## config.mk

```make
export PLATFORM = sky130hd
export DESIGN_NAME = pdm_capture_ctrl_flat
export DESIGN_NICKNAME = d
export VERILOG_FILES = /design/src/rtl/pdm_pkg.sv /design/src/rtl/pdm_capture_ctrl_if.sv /design/src/rtl/pdm_clk_div.sv /design/src/rtl/pdm_capture_ctrl.sv /design/src/flat_wrapper.sv
export SDC_FILE = /design/constraint.sdc
export NUM_CORES = 1
export LEC_CHECK = 0
export CAP_MARGIN = 20
export CORE_MARGIN = 5
export CORE_UTILIZATION = 45
export CTS_CLUSTER_DIAMETER = 30
export CTS_CLUSTER_SIZE = 20
export DETAILED_ROUTE_END_ITERATION = 10
export PLACE_DENSITY = 0.64
export SYNTH_ARGS = -nofsm -noshare
export SYNTH_HDL_FRONTEND = slang
export SYNTH_SLANG_ARGS = --single-unit
```

## constraint.sdc

```tcl
create_clock -name clk -period 3.2 [get_ports clk]
set_input_delay 0.64 -clock clk [delete_from_list [all_inputs] [get_ports clk]]
set_output_delay 0.64 -clock clk [all_outputs]
set_load 0.01 [all_outputs]
```

## src/rtl/pdm_pkg.sv

```systemverilog
// -----------------------------------------------------------------------------
// pdm_pkg
// Shared definitions for the PDM microphone front end.
//   state_t   : capture controller states (IDLE / SETTLE / CAPTURE)
//   PDM_POS   : sample code for a captured 1 (+1)
//   PDM_NEG   : sample code for a captured 0 (-1)
//   cnt_width : counter width able to hold 0..n-1 (never below 1 bit)
//   pdm_code  : maps a raw microphone bit onto its sample code
// The decimator imports the same codes so both ends agree on the encoding.
// -----------------------------------------------------------------------------
package pdm_pkg;

    typedef enum logic [1:0] {
        IDLE    = 2'd0,
        SETTLE  = 2'd1,
        CAPTURE = 2'd2
    } state_t;

    localparam logic [1:0] PDM_POS = 2'b01;
    localparam logic [1:0] PDM_NEG = 2'b11;

    function automatic int cnt_width(input int n);
        return (n > 1) ? $clog2(n) : 1;
    endfunction

    function automatic logic [1:0] pdm_code(input logic bit_i);
        return bit_i ? PDM_POS : PDM_NEG;
    endfunction

endpackage

```

## src/rtl/pdm_capture_ctrl_if.sv

```systemverilog
// -----------------------------------------------------------------------------
// pdm_capture_ctrl_if
// Sample stream from the capture controller to the CIC/CNN feature path.
//   pdm_o      : sample code (PDM_POS / PDM_NEG), holds between pulses
//   pdm_valid  : one-cycle pulse per captured sample
//   frame_last : high with pdm_valid on the final sample of a frame
//   pdm_ready  : consumer can accept; only observed, never stalls capture
// master = capture controller, slave = downstream consumer.
// -----------------------------------------------------------------------------
interface pdm_capture_ctrl_if;

    logic [1:0] pdm_o;
    logic       pdm_valid;
    logic       frame_last;
    logic       pdm_ready;

    modport master (
        output pdm_o,
        output pdm_valid,
        output frame_last,
        input  pdm_ready
    );

    modport slave (
        input  pdm_o,
        input  pdm_valid,
        input  frame_last,
        output pdm_ready
    );

endinterface

```

## src/rtl/pdm_clk_div.sv

```systemverilog
// -----------------------------------------------------------------------------
// pdm_clk_div
// Divides clk down to the microphone bit clock. micro_clk toggles every
// CLK_DIV clk cycles, giving a 2*CLK_DIV period at 50% duty.
//   clk, rst  : system clock, asynchronous active-high reset
//   en        : low forces the count and micro_clk to 0 on the next edge
//   micro_clk : registered bit clock
//   pre_rise  : high in the clk cycle before micro_clk rises
//   pre_fall  : high in the clk cycle before micro_clk falls
// The strobes are decoded from register state only (not from en), so the
// controller may derive en from its own next-state logic without forming a
// combinational loop. With CLK_DIV >= 2 a cleared divider never strobes.
// -----------------------------------------------------------------------------
module pdm_clk_div
    import pdm_pkg::*;
#(
    parameter int CLK_DIV = 25
) (
    input  logic clk,
    input  logic rst,
    input  logic en,
    output logic micro_clk,
    output logic pre_rise,
    output logic pre_fall
);

    localparam int            CW       = cnt_width(CLK_DIV);
    localparam logic [CW-1:0] CNT_LAST = CW'(CLK_DIV - 1);

    logic [CW-1:0] cnt_q, cnt_d;
    logic          micro_clk_q, micro_clk_d;
    logic          at_last;

    assign at_last = (cnt_q == CNT_LAST);

    // NOTE: every signal written in an always_comb gets a default on entry;
    // a path that leaves one unassigned would infer a latch.
    always_comb begin
        cnt_d       = cnt_q;
        micro_clk_d = micro_clk_q;
        if (!en) begin
            cnt_d       = '0;
            micro_clk_d = 1'b0;
        end else if (at_last) begin
            cnt_d       = '0;
            micro_clk_d = ~micro_clk_q;
        end else begin
            cnt_d = cnt_q + CW'(1);
        end
    end

    // NOTE: state registers use non-blocking assignments so every flop
    // samples the pre-edge values of the others.
    always_ff @(posedge clk or posedge rst) begin
        if (rst) begin
            cnt_q       <= '0;
            micro_clk_q <= 1'b0;
        end else begin
            cnt_q       <= cnt_d;
            micro_clk_q <= micro_clk_d;
        end
    end

    assign micro_clk = micro_clk_q;
    assign pre_rise  = at_last & ~micro_clk_q;
    assign pre_fall  = at_last &  micro_clk_q;

endmodule

```

## src/rtl/pdm_capture_ctrl.sv

```systemverilog
// -----------------------------------------------------------------------------
// pdm_capture_ctrl
// Sequencing controller for the PDM microphone front end. Sleeps the mic in
// IDLE (micro_clk held low), discards SETTLE_CYC bit-clock periods after wake
// or channel change, then emits one +/-1 sample code per bit-clock period in
// frames of FRAME_LEN samples. Stop and channel-change requests made while
// capturing are deferred to the frame boundary.
//   clk, rst    : system clock, asynchronous active-high reset
//   start       : one-cycle request to begin capture (honoured in IDLE only)
//   stop        : one-cycle request to end capture
//   set_sel_i   : requested channel, 0 = left, 1 = right
//   set_sel_val : qualifies set_sel_i
//   micro_pdm_i : microphone data, already synchronised to clk
//   pdm_bus     : sample stream (pdm_o / pdm_valid / frame_last / pdm_ready)
//   micro_clk   : registered microphone bit clock
//   sel_lr      : channel select to the microphone
//   busy        : high in any state other than IDLE
//   overrun     : sticky, a sample was presented while pdm_ready was low
// -----------------------------------------------------------------------------
module pdm_capture_ctrl
    import pdm_pkg::*;
#(
    parameter int CLK_DIV    = 25,
    parameter int SETTLE_CYC = 1024,
    parameter int FRAME_LEN  = 1024
) (
    input  logic                       clk,
    input  logic                       rst,
    input  logic                       start,
    input  logic                       stop,
    input  logic                       set_sel_i,
    input  logic                       set_sel_val,
    input  logic                       micro_pdm_i,
    pdm_capture_ctrl_if.master         pdm_bus,
    output logic                       micro_clk,
    output logic                       sel_lr,
    output logic                       busy,
    output logic                       overrun
);

    localparam int            SW          = cnt_width(SETTLE_CYC);
    localparam int            FW          = cnt_width(FRAME_LEN);
    localparam logic [SW-1:0] SETTLE_LAST = SW'(SETTLE_CYC - 1);
    localparam logic [FW-1:0] FRAME_LAST  = FW'(FRAME_LEN - 1);

    state_t        state_q, state_d;
    logic          sel_lr_q, sel_lr_d;
    logic [SW-1:0] settle_cnt_q, settle_cnt_d;
    logic [FW-1:0] sample_cnt_q, sample_cnt_d;
    logic          stop_pend_q, stop_pend_d;
    logic          sel_pend_q, sel_pend_d;
    logic          sel_req_q, sel_req_d;
    logic [1:0]    pdm_q, pdm_d;
    logic          pdm_valid_q, pdm_valid_d;
    logic          frame_last_q, frame_last_d;
    logic          overrun_q, overrun_d;

    // Requests folded with what is already pending, so a request arriving in
    // the boundary cycle itself is not lost.
    logic          stop_eff, sel_pend_eff, sel_req_eff;
    logic          sample_now;
    logic          frame_done;

    logic          div_en, pre_rise, pre_fall;

    // The divider is cleared on the same edge that enters IDLE, which is what
    // truncates a high micro_clk when capture ends or is stopped.
    assign div_en = (state_q != IDLE) && (state_d != IDLE);

    pdm_clk_div #(
        .CLK_DIV (CLK_DIV)
    ) u_clk_div (
        .clk       (clk),
        .rst       (rst),
        .en        (div_en),
        .micro_clk (micro_clk),
        .pre_rise  (pre_rise),
        .pre_fall  (pre_fall)
    );

    // Left channel drives data on the falling edge, so it is taken just before
    // the rise; right channel is the mirror image.
    assign sample_now = (state_q == CAPTURE) && (sel_lr_q ? pre_fall : pre_rise);

    // The boundary is acted on in the cycle the final sample is presented, so
    // micro_clk/busy/sel_lr change the cycle after frame_last.
    assign frame_done = pdm_valid_q && frame_last_q;

    assign stop_eff     = stop_pend_q | stop;
    assign sel_pend_eff = sel_pend_q  | set_sel_val;
    assign sel_req_eff  = set_sel_val ? set_sel_i : sel_req_q;

    always_comb begin
        state_d      = state_q;
        sel_lr_d     = sel_lr_q;
        settle_cnt_d = settle_cnt_q;
        sample_cnt_d = sample_cnt_q;
        stop_pend_d  = stop_pend_q;
        sel_pend_d   = sel_pend_q;
        sel_req_d    = sel_req_q;
        pdm_d        = pdm_q;
        pdm_valid_d  = 1'b0;
        frame_last_d = 1'b0;
        overrun_d    = overrun_q | (pdm_valid_q & ~pdm_bus.pdm_ready);

        unique case (state_q)
            IDLE: begin
                settle_cnt_d = '0;
                sample_cnt_d = '0;
                stop_pend_d  = 1'b0;
                sel_pend_d   = 1'b0;
                if (set_sel_val) begin
                    sel_lr_d = set_sel_i;
                end
                if (start) begin
                    state_d   = SETTLE;
                    overrun_d = 1'b0;
                end
            end

            SETTLE: begin
                if (set_sel_val) begin
                    sel_lr_d = set_sel_i;
                end
                if (stop) begin
                    state_d      = IDLE;
                    settle_cnt_d = '0;
                end else if (set_sel_val) begin
                    // The mic needs a full settle on the new channel.
                    settle_cnt_d = '0;
                end else if (pre_rise) begin
                    if (settle_cnt_q == SETTLE_LAST) begin
                        state_d      = CAPTURE;
                        settle_cnt_d = '0;
                        sample_cnt_d = '0;
                    end else begin
                        settle_cnt_d = settle_cnt_q + SW'(1);
                    end
                end
            end

            CAPTURE: begin
                stop_pend_d = stop_eff;
                sel_pend_d  = sel_pend_eff;
                sel_req_d   = sel_req_eff;

                if (sample_now) begin
                    pdm_d        = pdm_code(micro_pdm_i);
                    pdm_valid_d  = 1'b1;
                    frame_last_d = (sample_cnt_q == FRAME_LAST);
                    sample_cnt_d = (sample_cnt_q == FRAME_LAST) ? '0
                                                                : sample_cnt_q + FW'(1);
                end

                if (frame_done) begin
                    stop_pend_d = 1'b0;
                    sel_pend_d  = 1'b0;
                    if (stop_eff) begin
                        state_d = IDLE;
                    end else if (sel_pend_eff) begin
                        sel_lr_d     = sel_req_eff;
                        state_d      = SETTLE;
                        settle_cnt_d = '0;
                    end
                end
            end

            default: begin
                state_d = IDLE;
            end
        endcase
    end

    always_ff @(posedge clk or posedge rst) begin
        if (rst) begin
            state_q      <= IDLE;
            sel_lr_q     <= 1'b0;
            settle_cnt_q <= '0;
            sample_cnt_q <= '0;
            stop_pend_q  <= 1'b0;
            sel_pend_q   <= 1'b0;
            sel_req_q    <= 1'b0;
            pdm_q        <= 2'b00;
            pdm_valid_q  <= 1'b0;
            frame_last_q <= 1'b0;
            overrun_q    <= 1'b0;
        end else begin
            state_q      <= state_d;
            sel_lr_q     <= sel_lr_d;
            settle_cnt_q <= settle_cnt_d;
            sample_cnt_q <= sample_cnt_d;
            stop_pend_q  <= stop_pend_d;
            sel_pend_q   <= sel_pend_d;
            sel_req_q    <= sel_req_d;
            pdm_q        <= pdm_d;
            pdm_valid_q  <= pdm_valid_d;
            frame_last_q <= frame_last_d;
            overrun_q    <= overrun_d;
        end
    end

    assign pdm_bus.pdm_o      = pdm_q;
    assign pdm_bus.pdm_valid  = pdm_valid_q;
    assign pdm_bus.frame_last = frame_last_q;
    assign sel_lr             = sel_lr_q;
    assign busy               = (state_q != IDLE);
    assign overrun            = overrun_q;

endmodule

```

## src/flat_wrapper.sv

```systemverilog
// flat-port wrapper written by rule: the top's interface ports become plain ports
module pdm_capture_ctrl_flat import pdm_pkg::*;
#(
    parameter int CLK_DIV    = 25,
    parameter int SETTLE_CYC = 1024,
    parameter int FRAME_LEN  = 1024
)
  (clk, rst, start, stop, set_sel_i, set_sel_val, micro_pdm_i, micro_clk, sel_lr, busy, overrun, pdm_bus_pdm_o, pdm_bus_pdm_valid, pdm_bus_frame_last, pdm_bus_pdm_ready);
  pdm_capture_ctrl_if pdm_bus_i ();
  input  logic clk;
  input  logic rst;
  input  logic start;
  input  logic stop;
  input  logic set_sel_i;
  input  logic set_sel_val;
  input  logic micro_pdm_i;
  output logic micro_clk;
  output logic sel_lr;
  output logic busy;
  output logic overrun;
  output wire logic [$bits(pdm_bus_i.pdm_o)-1:0] pdm_bus_pdm_o;
  output wire logic [$bits(pdm_bus_i.pdm_valid)-1:0] pdm_bus_pdm_valid;
  output wire logic [$bits(pdm_bus_i.frame_last)-1:0] pdm_bus_frame_last;
  input wire logic [$bits(pdm_bus_i.pdm_ready)-1:0] pdm_bus_pdm_ready;
  assign pdm_bus_pdm_o = pdm_bus_i.pdm_o;
  assign pdm_bus_pdm_valid = pdm_bus_i.pdm_valid;
  assign pdm_bus_frame_last = pdm_bus_i.frame_last;
  assign pdm_bus_i.pdm_ready = pdm_bus_pdm_ready;
  pdm_capture_ctrl #(.CLK_DIV(CLK_DIV), .SETTLE_CYC(SETTLE_CYC), .FRAME_LEN(FRAME_LEN)) u_core (.clk(clk), .rst(rst), .start(start), .stop(stop), .set_sel_i(set_sel_i), .set_sel_val(set_sel_val), .micro_pdm_i(micro_pdm_i), .pdm_bus(pdm_bus_i), .micro_clk(micro_clk), .sel_lr(sel_lr), .busy(busy), .overrun(overrun));
endmodule
```

==> metrics.md, run 1 <==
| Metric | Value |
|---|---|
| CTS tree | done |
| Critical Path RT | 3.37 ns |
| Family with the most delay on the worst path | simple AND/OR/NAND/NOR gates |
| Worst reg2reg startpoint | u_core.state_q[0] |
| Startpoint types | primary input |
| Initial antenna violation count | 0 |
| Per-cell routed wire length | 14.18 um |
| Post-Layout Cell Count | 289 |
| Count leader, synth | dfrtp_1 |
| Worst Path Max Fanout | 10 |
| Critical path's largest stage delay | 0.71 ns |
| Post-Syn Area | 2038 um2 |
| Die height | 77.30 um |
| Initial Util | 0.4649 |
| CORE AREA | 4384 um2 |
| Cell accounting for the most synthesized area | dfrtp_1 |
| Clock latency on the worst-skew pair | 0.29 ns |
| Hold Path Sink | u_core.pdm_bus.pdm_o[0] |
| HPWL after detailed placement | 2.960 mm |
| Synth Register Bits | 37 |
| CP endpoint kind | flop |
| Remaining DRCs | 0 |
| GP Congestion | 0.8226 |
| Period minus WS final | 2.511 ns |
| Reg clk slew, reported paths | 0.07 ns |
| Nets@finish | 248 |
| Die Width | 77.30 um |
| Initial DRC count | 117 |
| Final setup TNS | 0 ns |
| Crit path kind | in -> reg |
| Hold Fails Final Rpt | 0 |
| Total net switching power | 0.0002318 W |
| Synthesized instance count | 223 |
| PwrDens | 432.7 nW/um2 |
| Syn_area_per_cell | 9.140 um2 |
| Final ANT Viol Nets | 0 |
| Max VDD drop | 330.3 uV |
| Cell count after placement | 281 |
| CTS sink count | 37 |
| Sequential element share of the synthesized area | 0.4543 |
| Switching part of the total power | 0.2303 |
| Post-synthesis async set-or-reset flop share | 1.000 |
| First-pass GRT wire length | 7.279 mm |
| Post-placement setup slack | 0.3834 ns |
| Slowest CP cell | or4_1 |
| Period Utilization, post-route | 0.7847 |
| Final setup fails | 0 |
| Worst EP arrival | 2.68 ns |
| Part of the power in registers | 0.499 |
| Post-synth top area share | 0.4543 |
| Vias/cell | 5.599 |
| Setup ws final | 0.6890 ns |
| Total CTS buffers | 5 |
| Area contributors post-synth | dfrtp_1 (45%), o21ai_0 (5.2%), nor2_1 (4.2%) |
| Setup slack on the worst flop-to-flop path | 0.85 ns |
| Rel. slew slack | 0.5210 |
| Unrepaired setup endpoints after global routing | false |
| Syn_nets | 235 |
| Main synth FF type | dfrtp_1 |
| Status | complete, no violations |
| WP buf/inv | 1 |
| Hold Buf Count CTS | 0 |
| Vias in the first global route | 1528 |
| Clock buffer depth | 2 |
| Total grt overflow | 0 |
| Internal power | 0.0007747 W |
| Synth top cells by count | dfrtp_1 (37), nor2_1 (23), nand2_1 (21), o21ai_0 (21), inv_1 (12) |
| End-of-flow core utilization | 0.5305 |
| # resized after CTS | 0 |
| Capturing point of the worst reg2reg path | u_core.settle_cnt_q[2] |
| Routed via count | 1618 |
| Min-delay src | u_core.pdm_bus.pdm_o[0] |
| Total track usage | 0.1509 |
| Post-CTS setup buffers | 0 |
| Post-synth EDFFs | 0 |
| H-tree depth | 2 |
| Max_cap viols | 0 |
| Port Buffers | 15 |
| Synthesis Warnings | 0 |
| Root buffer cell | clkbuf_8 |
| Share of cells above drive strength 1 | 0.09705 |
| Worst Reg-to-Reg Cells | 5 |
| Fmax | 398.3 MHz |
| Antenna cells | 0 |
| Worst Hold Path Cells | 1 |
| Placed inst area | 2210 um2 |
| Comb pwr share | 0.093 |
| Slew Viols, Final | 0 |
| Largest net degree at the start of global routing | 38 |
| Num rows | 24 |
| Clk pwr share | 0.409 |
| Final Routed Wirelength | 4.097 mm |
| Critical path cell sequence | clkdlybuf4s50_1 -> or4_1 -> o21ai_4 -> or2_1 -> o21ai_1 |
| Filler Cells Inserted | 398 |
| Area grow syn2layout | 14.12% |
| DIE AREA | 5975 um2 |
| Clk_skew | 0.008717 ns |
| Leakage | 0.9969 nW |
| Fin area | 2326 um2 |
| I/O pin cnt | 16 |
| Slew of the pin with the lowest slew margin | 0.7186 ns |
| Distinct cell type count after synthesis | 53 |
| TritonRoute pass-1 iters | 4 |
| HP Class | reg -> reg |
[logic make-up (layout without fill, tap and decap cells)]
group | Yosys count | in the layout | synth area share
buf+inv | 23 | 37 | 0.04911
fa+ha+maj | 4 | 4 | 0.02456
mux | 4 | 4 | 0.02087
compound gates | 64 | 64 | 0.2149
xor+xnor | 4 | 4 | 0.01719
simple gates | 87 | 87 | 0.2192
flops | 37 | 37 | 0.4543
[power groups by stage]
stage                     logic [W]  registers, W  clock network (W)
after floorplan           0.0000688      0.000503                  0
after global placement    0.0000940      0.000511                  0
after detailed placement  0.0000951      0.000511                  0
after CTS                 0.0000956      0.000502           0.000424
after global routing       0.000108      0.000504           0.000447
final                     0.0000932      0.000502           0.000411
[worst max path at each step]
stage | start | end | depth (start not counted)
3_5_place_dp | stop | u_core.settle_cnt_q[2] | 5
6_report | stop | u_core.settle_cnt_q[2] | 5
3_3_place_gp | stop | u_core.settle_cnt_q[2] | 5
2_1_floorplan | set_sel_val | u_core.settle_cnt_q[9] | 6
4_1_cts | stop | u_core.settle_cnt_q[2] | 5
5_1_grt | set_sel_val | u_core.settle_cnt_q[7] | 5
[layout by cell type (no fill, tap or decap), types with 2 or more instances in the layout]
| cell | n |
|---|---|
| dfrtp_1 | 37 |
| mux2i_1 | 2 |
| o21a_1 | 2 |
| ha_1 | 4 |
| a21oi_1 | 9 |
| o21ai_1 | 5 |
| o21ai_4 | 2 |
| a31oi_1 | 6 |
| o31ai_2 | 5 |
| or4_1 | 2 |
| clkdlybuf4s50_1 | 15 |
| or2_2 | 2 |
| nand2_1 | 21 |
| nand2b_1 | 2 |
| o21ai_0 | 21 |
| nor4_1 | 2 |
| and2_1 | 3 |
| clkbuf_8 | 6 |
| inv_1 | 12 |
| nand4_1 | 4 |
| mux2_2 | 2 |
| nor3_1 | 3 |
| xor2_1 | 3 |
| nand3_1 | 10 |
| nor2_1 | 23 |
| and3_1 | 6 |
| o211ai_1 | 2 |
[layer usage]
metal | routed length [um] | track usage | vias up
met5 | 0 | 0 | -
met1 | 2041 | 0.2138 | 766
li1 | - | - | 824
met4 | 57 | 0.04639 | 0
met2 | 1823 | 0.2205 | 22
met3 | 174 | 0.04684 | 6
[area by class of cell]
class | instances | area, um2 | area share
Inverter | 13 | 48.80 | 0.02098
Tap cell | 52 | 65.06 | 0.02797
Clock inverter | 1 | 30.03 | 0.01291
Sequential cell | 37 | 925.9 | 0.3981
Timing Repair Buffer | 16 | 157.7 | 0.06778
Clock buffer | 7 | 86.33 | 0.03712
Multi-Input combinational cell | 163 | 1012 | 0.4352
[state kept, by name, indices dropped and copies added, names as in the netlist]
name                        flops
u_core.stop_pend_q              1
u_core.pdm_bus.frame_last       1
u_core.pdm_bus.pdm_valid        1
u_core.overrun                  1
u_core.settle_cnt_q            10
u_core.sel_lr                   1
u_core.u_clk_div.micro_clk      1
u_core.u_clk_div.cnt_q          5
u_core.state_q                  2
u_core.sel_req_q                1
u_core.pdm_bus.pdm_o            2
u_core.sel_pend_q               1
u_core.sample_cnt_q            10
[through the flow]
stage | hold slack, ns | total power, W
finish | 0.4634 | 0.001007
CTS | 0.4679 | 0.001021
global placement | 0.4522 | 0.0006047
detailed placement | 0.4519 | 0.0006060
floorplan | 0.4527 | 0.0005720
global route | 0.4768 | 0.001058
Power figures use the tool's default switching activity.
==> run 2, diff against run 1 <==
--- a/config.mk
+++ b/config.mk
@@ -11,7 +11,7 @@
 export CTS_CLUSTER_DIAMETER = 30
 export CTS_CLUSTER_SIZE = 20
 export DETAILED_ROUTE_END_ITERATION = 10
-export PLACE_DENSITY = 0.64
+export PLACE_DENSITY = 0.67
 export SYNTH_ARGS = -nofsm -noshare
 export SYNTH_HDL_FRONTEND = slang
 export SYNTH_SLANG_ARGS = --single-unit
==> constraint.sdc (replaced) <==
create_clock -name clk -period 2.15 [get_ports clk]
set_input_delay 0.43 -clock clk [delete_from_list [all_inputs] [get_ports clk]]
set_output_delay 0.43 -clock clk [all_outputs]
set_load 0.01 [all_outputs]
==> metrics.md, run 2 (same netlist as run 1, synthesis figures left out) <==
| Metric | Value |
|---|---|
| Status | complete, no violations |
| Vias in the first global route | 1636 |
| Per-cell routed wire length | 13.79 um |
| CORE AREA | 4384 um2 |
| Critical Path RT | 1.72 ns |
| Largest net degree at the start of global routing | 38 |
| Startpoint types | flop |
| Final ANT Viol Nets | 0 |
| Area grow syn2layout | 19.15% |
| Root buffer cell | clkbuf_8 |
| Top flop regs | u_core.sample_cnt_q x10, u_core.settle_cnt_q x10, u_core.u_clk_div.cnt_q x5 |
| HP Class | reg -> reg |
| End-of-flow core utilization | 0.5539 |
| Vias/cell | 5.565 |
| Worst EP arrival | 1.61 ns |
| Rel. slew slack | 0.6949 |
| Initial antenna violation count | 0 |
| Share of cells above drive strength 1 | 0.1654 |
| Period Utilization, post-route | 0.9507 |
| Unrepaired setup endpoints after global routing | false |
| Most frequent cells in the layout | dfrtp_1 (36), nor2_1 (22), nand2_1 (21), o21ai_0 (21), buf_4 (18) |
| HPWL after detailed placement | 3.143 mm |
| Routed via count | 1703 |
| Fmax | 489.3 MHz |
| Die Width | 77.30 um |
| H-tree depth | 2 |
| Die height | 77.30 um |
| I/O pin cnt | 16 |
| Initial DRC count | 127 |
| Num rows | 24 |
| Leakage | 1.059 nW |
| Commonest non-fill, non-tap cell in the layout | dfrtp_1 |
| Total CTS buffers | 5 |
| Total chip power | 0.001385 W |
| Hold Fails Final Rpt | 0 |
| Worst Path Max Fanout | 10 |
| Remaining DRCs | 0 |
| Hold slack | 0.4706 ns |
| Crit path kind | reg -> out |
| Reg clk slew, reported paths | 0.08 ns |
| Final setup fails | 0 |
| Final Routed Wirelength | 4.219 mm |
| Clock latency on the worst-skew pair | 0.29 ns |
| Max_cap viols | 0 |
| Total grt overflow | 0 |
| PwrDens | 570.2 nW/um2 |
| Initial Util | 0.4649 |
| Slew Viols, Final | 0 |
| Nets@finish | 265 |
| Post-placement setup slack | -0.1616 ns |
| Post-CTS setup buffers | 0 |
| First-pass GRT wire length | 7.521 mm |
| Antenna cells | 0 |
| Max VDD drop | 372.3 uV |
| DIE AREA | 5975 um2 |
| Total track usage | 0.1521 |
| TritonRoute pass-1 iters | 4 |
| Clock buffer depth | 2 |
| Setup ws final | 0.1061 ns |
| Period minus WS final | 2.044 ns |
| Clk_skew | 0.008199 ns |
| CTS sink count | 37 |
| GP Congestion | 0.8076 |
| CP endpoint kind | output pin |
| Slew of the pin with the lowest slew margin | 0.4577 ns |
| CTS tree | done |
| Port Buffers | 15 |
==> run 2: path summary, 6_finish.rpt <==
path | start | end | slack (ns) | cells after the start
min reg2reg | u_core.pdm_bus.pdm_o[0] | u_core.pdm_bus.pdm_o[0] | 0.47 | 1
max | u_core.state_q[1] | busy | 0.11 | 3
min in group asynchronous | rst | u_core.settle_cnt_q[2] | 0.55 | 3
min | u_core.pdm_bus.pdm_o[0] | u_core.pdm_bus.pdm_o[0] | 0.47 | 1
max reg2reg | u_core.u_clk_div.cnt_q[0] | u_core.sample_cnt_q[3] | 0.23 | 8
max in group asynchronous | rst | u_core.state_q[1] | 1.26 | 3
==> run 2: area by class of cell <==
| type | count | area (um2) |
|---|---|---|
| inverters | 13 | 48.80 |
| flip-flops and latches | 37 | 927.1 |
| clock buffers | 6 | 72.57 |
| multi-input cells | 163 | 1015 |
| clock inverters | 2 | 15.01 |
| well taps | 52 | 65.06 |
| repair buffers | 33 | 285.3 |
| fillers | 402 | 1956 |
==> run 2: worst max-delay path, stage by stage, from the launching register on <==
cell and delay, ns:
dfrtp_2 0.48, inv_1 0.22, nand2_1 0.13, clkdlybuf4s50_1 0.49
==> run 2: metrics by stage <==
step / instances / setup TNS [ns] / area [um2]
after global routing: 306 / 0 / 2429
after global placement: 298 / -0.5710 / 2337
final: 306 / 0 / 2429
after detailed placement: 298 / -0.9496 / 2337
after CTS: 306 / 0 / 2426
after floorplan: 223 / 0 / 2038
==> run 2: repair_timing <==
item	4_1_cts	5_1_grt
hold buffers	0	0
gates resized for setup	1	2
setup endpoints to repair	1	5
==> run 2: power breakdown <==
group          internal (W)  switching [W]  total, W
Combinational     0.0000765      0.0000950  0.000172
Clock              0.000228       0.000245  0.000473
Sequential         0.000717      0.0000227  0.000740
Total               0.00102       0.000363   0.00138
==> run 2: routing by layer <==
metal | global-route usage | up-vias | share of wire
li1 | - | 855 | -
met1 | 0.2151 | 810 | 0.49
met2 | 0.2306 | 31 | 0.46
met3 | 0.03044 | 7 | 0.037
met4 | 0.05498 | 0 | 0.012
met5 | 0 | - | 0
==> run 3, diff against run 2 <==
--- a/config.mk
+++ b/config.mk
@@ -9,9 +9,9 @@
 export CORE_MARGIN = 5
 export CORE_UTILIZATION = 45
 export CTS_CLUSTER_DIAMETER = 30
-export CTS_CLUSTER_SIZE = 20
+export CTS_CLUSTER_SIZE = 30
 export DETAILED_ROUTE_END_ITERATION = 10
-export PLACE_DENSITY = 0.67
+export PLACE_DENSITY = 0.64
 export SYNTH_ARGS = -nofsm -noshare
 export SYNTH_HDL_FRONTEND = slang
 export SYNTH_SLANG_ARGS = --single-unit
==> constraint.sdc (replaced) <==
create_clock -name clk -period 2.1 [get_ports clk]
set_input_delay 0.42 -clock clk [delete_from_list [all_inputs] [get_ports clk]]
set_output_delay 0.42 -clock clk [all_outputs]
set_load 0.01 [all_outputs]
==> metrics.md, run 3 (same netlist as run 1, synthesis figures left out) <==
| Metric | Value |
|---|---|
| Leakage | 1.101 nW |
| Initial Util | 0.4649 |
| DIE AREA | 5975 um2 |
| I/O pin cnt | 16 |
| Vias in the first global route | 1588 |
| Commonest non-fill, non-tap cell in the layout | dfrtp_1 |
| Total track usage | 0.1571 |
| HPWL after detailed placement | 3.066 mm |
| PwrDens | 668.0 nW/um2 |
| CTS tree | done |
| Part of the power in registers | 0.455 |
| Met3 routed WL | 130 um |
| Antenna cells | 0 |
| Period minus WS final | 1.995 ns |
| Metal2 WL | 1.855 mm |
| Num rows | 24 |
| Critical Path RT | 1.68 ns |
| Crit path kind | reg -> out |
| Initial DRC count | 147 |
| Worst Path Max Fanout | 7 |
| First-pass GRT wire length | 7.617 mm |
| Vias/cell | 5.429 |
| Final ANT Viol Nets | 0 |
| Slew Viols, Final | 0 |
| Max_cap viols | 0 |
| Total grt overflow | 0 |
| Port Buffers | 15 |
| Critical path cell sequence | inv_1 -> nand2_1 -> clkdlybuf4s50_1 |
| Unrepaired setup endpoints after global routing | false |
| Max VDD drop | 529.9 uV |
| Nets@finish | 267 |
| Cell count after placement | 298 |
| Hold slack | 0.4669 ns |
| Top flop regs | u_core.sample_cnt_q x10, u_core.settle_cnt_q x10, u_core.u_clk_div.cnt_q x5 |
| CORE AREA | 4384 um2 |
| CP endpoint kind | output pin |
| Comb pwr share | 0.105 |
| Final Routed Wirelength | 4.259 mm |
| Per-cell routed wire length | 13.83 um |
| CTS sink count | 37 |
| Worst EP arrival | 1.57 ns |
| Final setup fails | 0 |
| Fmax | 501.3 MHz |
| GP Congestion | 0.8023 |
| Remaining DRCs | 0 |
| HP Class | reg -> reg |
| Share of cells above drive strength 1 | 0.1719 |
| Post-Layout Cell Count | 308 |
| Rel. slew slack | 0.6917 |
| Highest routed metal layer | met4 |
| Clock latency on the worst-skew pair | 0.29 ns |
| Startpoint types | flop |
| Total chip power | 0.001662 W |
| Clock buffer depth | 2 |
| Routed via count | 1672 |
| Initial antenna violation count | 0 |
| Reg clk slew, reported paths | 0.08 ns |
| Die height | 77.30 um |
| Hold Fails Final Rpt | 0 |
| Critical path's largest stage delay | 0.49 ns |
| Family with the most delay on the worst path | buffers and inverters |
| Period Utilization, post-route | 0.9499 |
| Switching part of the total power | 0.2273 |
| Clk_skew | 0.006660 ns |
| M1 WL | 2.209 mm |
| Slew of the pin with the lowest slew margin | 0.4624 ns |
| Root buffer cell | clkbuf_8 |
| Total CTS buffers | 5 |
| Area grow syn2layout | 22.04% |
| Status | complete, no violations |
| Most frequent cells in the layout | dfrtp_1 (36), nor2_1 (23), nand2_1 (21), o21ai_0 (21), buf_4 (20) |
| Slowest CP cell | clkdlybuf4s50_1 |
| Total net switching power | 0.0003777 W |
| WP buf/inv | 2 |
| TritonRoute pass-1 iters | 4 |
| Clk pwr share | 0.440 |
| Largest net degree at the start of global routing | 38 |
| Die Width | 77.30 um |
| Internal power | 0.001284 W |
| H-tree depth | 2 |
-- run 3: cell count changes in the layout (fill, tap and decap cells not counted), sizes merged --
cell | previous run | this run
bufinv | 0 | 2
buf | 18 | 20
clkinvlp | 2 | 0
clkbuf | 6 | 5
clkinv | 0 | 1
-- run 3: cell type report --
type                       instances  area, um2
clock inverter                     3      65.06
clock buffer                       5      68.82
inverter                          13      48.80
sequential                        37      927.1
tap                               52      65.06
timing repair buffer              35      300.3
multi-input combinational        163       1012
fill                             397       1897
-- run 3: layer usage --
metal	GRT usage	up-vias
met5	0	-
met4	0.06701	0
met3	0.03630	4
met2	0.2256	25
met1	0.2259	775
li1	-	868
-- run 3: worst register-to-register path, delay by kind of cell, from the launching register on --
| kind | cells | cell delay, ns |
|---|---|---|
| adders and majority gates | 1 | 0.16 |
| buffers and inverters | 2 | 0.15 |
| AOI/OAI and AO/OA | 1 | 0.12 |
| DFF | 1 | 0.41 |
| and+or+nand+nor | 5 | 0.98 |
-- run 3: through the flow --
step,cell area [um2],worst slack (ns),utilization,setup TNS (ns)
final,2487,0.1052,0.5674,0
after detailed placement,2337,-0.1830,0.5331,-1.203
after CTS,2472,0.02639,0.5639,0
after global routing,2487,0.005477,0.5674,0
after global placement,2337,-0.1403,0.5331,-0.9541
after floorplan,2038,0.2546,-,0
-- run 3: timing repair --
| action | 4_1_cts | 5_1_grt |
|---|---|---|
| hold buffers | 0 | 0 |
| buffers inserted | 0 | 2 |
| gates resized for setup | 1 | 1 |
| setup endpoints to repair | 1 | 6 |
| endpoints found under the hold margin | 0 | 0 |
-- run 3: path summary, 6_finish.rpt --
path	startpoint	end	slack [ns]	cells past startpoint
hold / removal	u_core.pdm_bus.pdm_o[0]	u_core.pdm_bus.pdm_o[0]	0.47	1
setup / recovery	u_core.state_q[1]	busy	0.11	3
setup reg to reg	u_core.u_clk_div.cnt_q[0]	u_core.sample_cnt_q[7]	0.22	9
hold reg to reg	u_core.pdm_bus.pdm_o[0]	u_core.pdm_bus.pdm_o[0]	0.47	1
min in group asynchronous	rst	u_core.sample_cnt_q[1]	0.54	3
max in group asynchronous	rst	u_core.state_q[1]	1.22	3
-- run 3: power by group through the flow --
stage	clock network, W	logic (W)	registers, W
after floorplan	0	0.000105	0.000767
after global placement	0	0.000174	0.000770
after detailed placement	0	0.000177	0.000770
after CTS	0.000749	0.000177	0.000756
after global routing	0.000784	0.000200	0.000761
final	0.000730	0.000174	0.000757
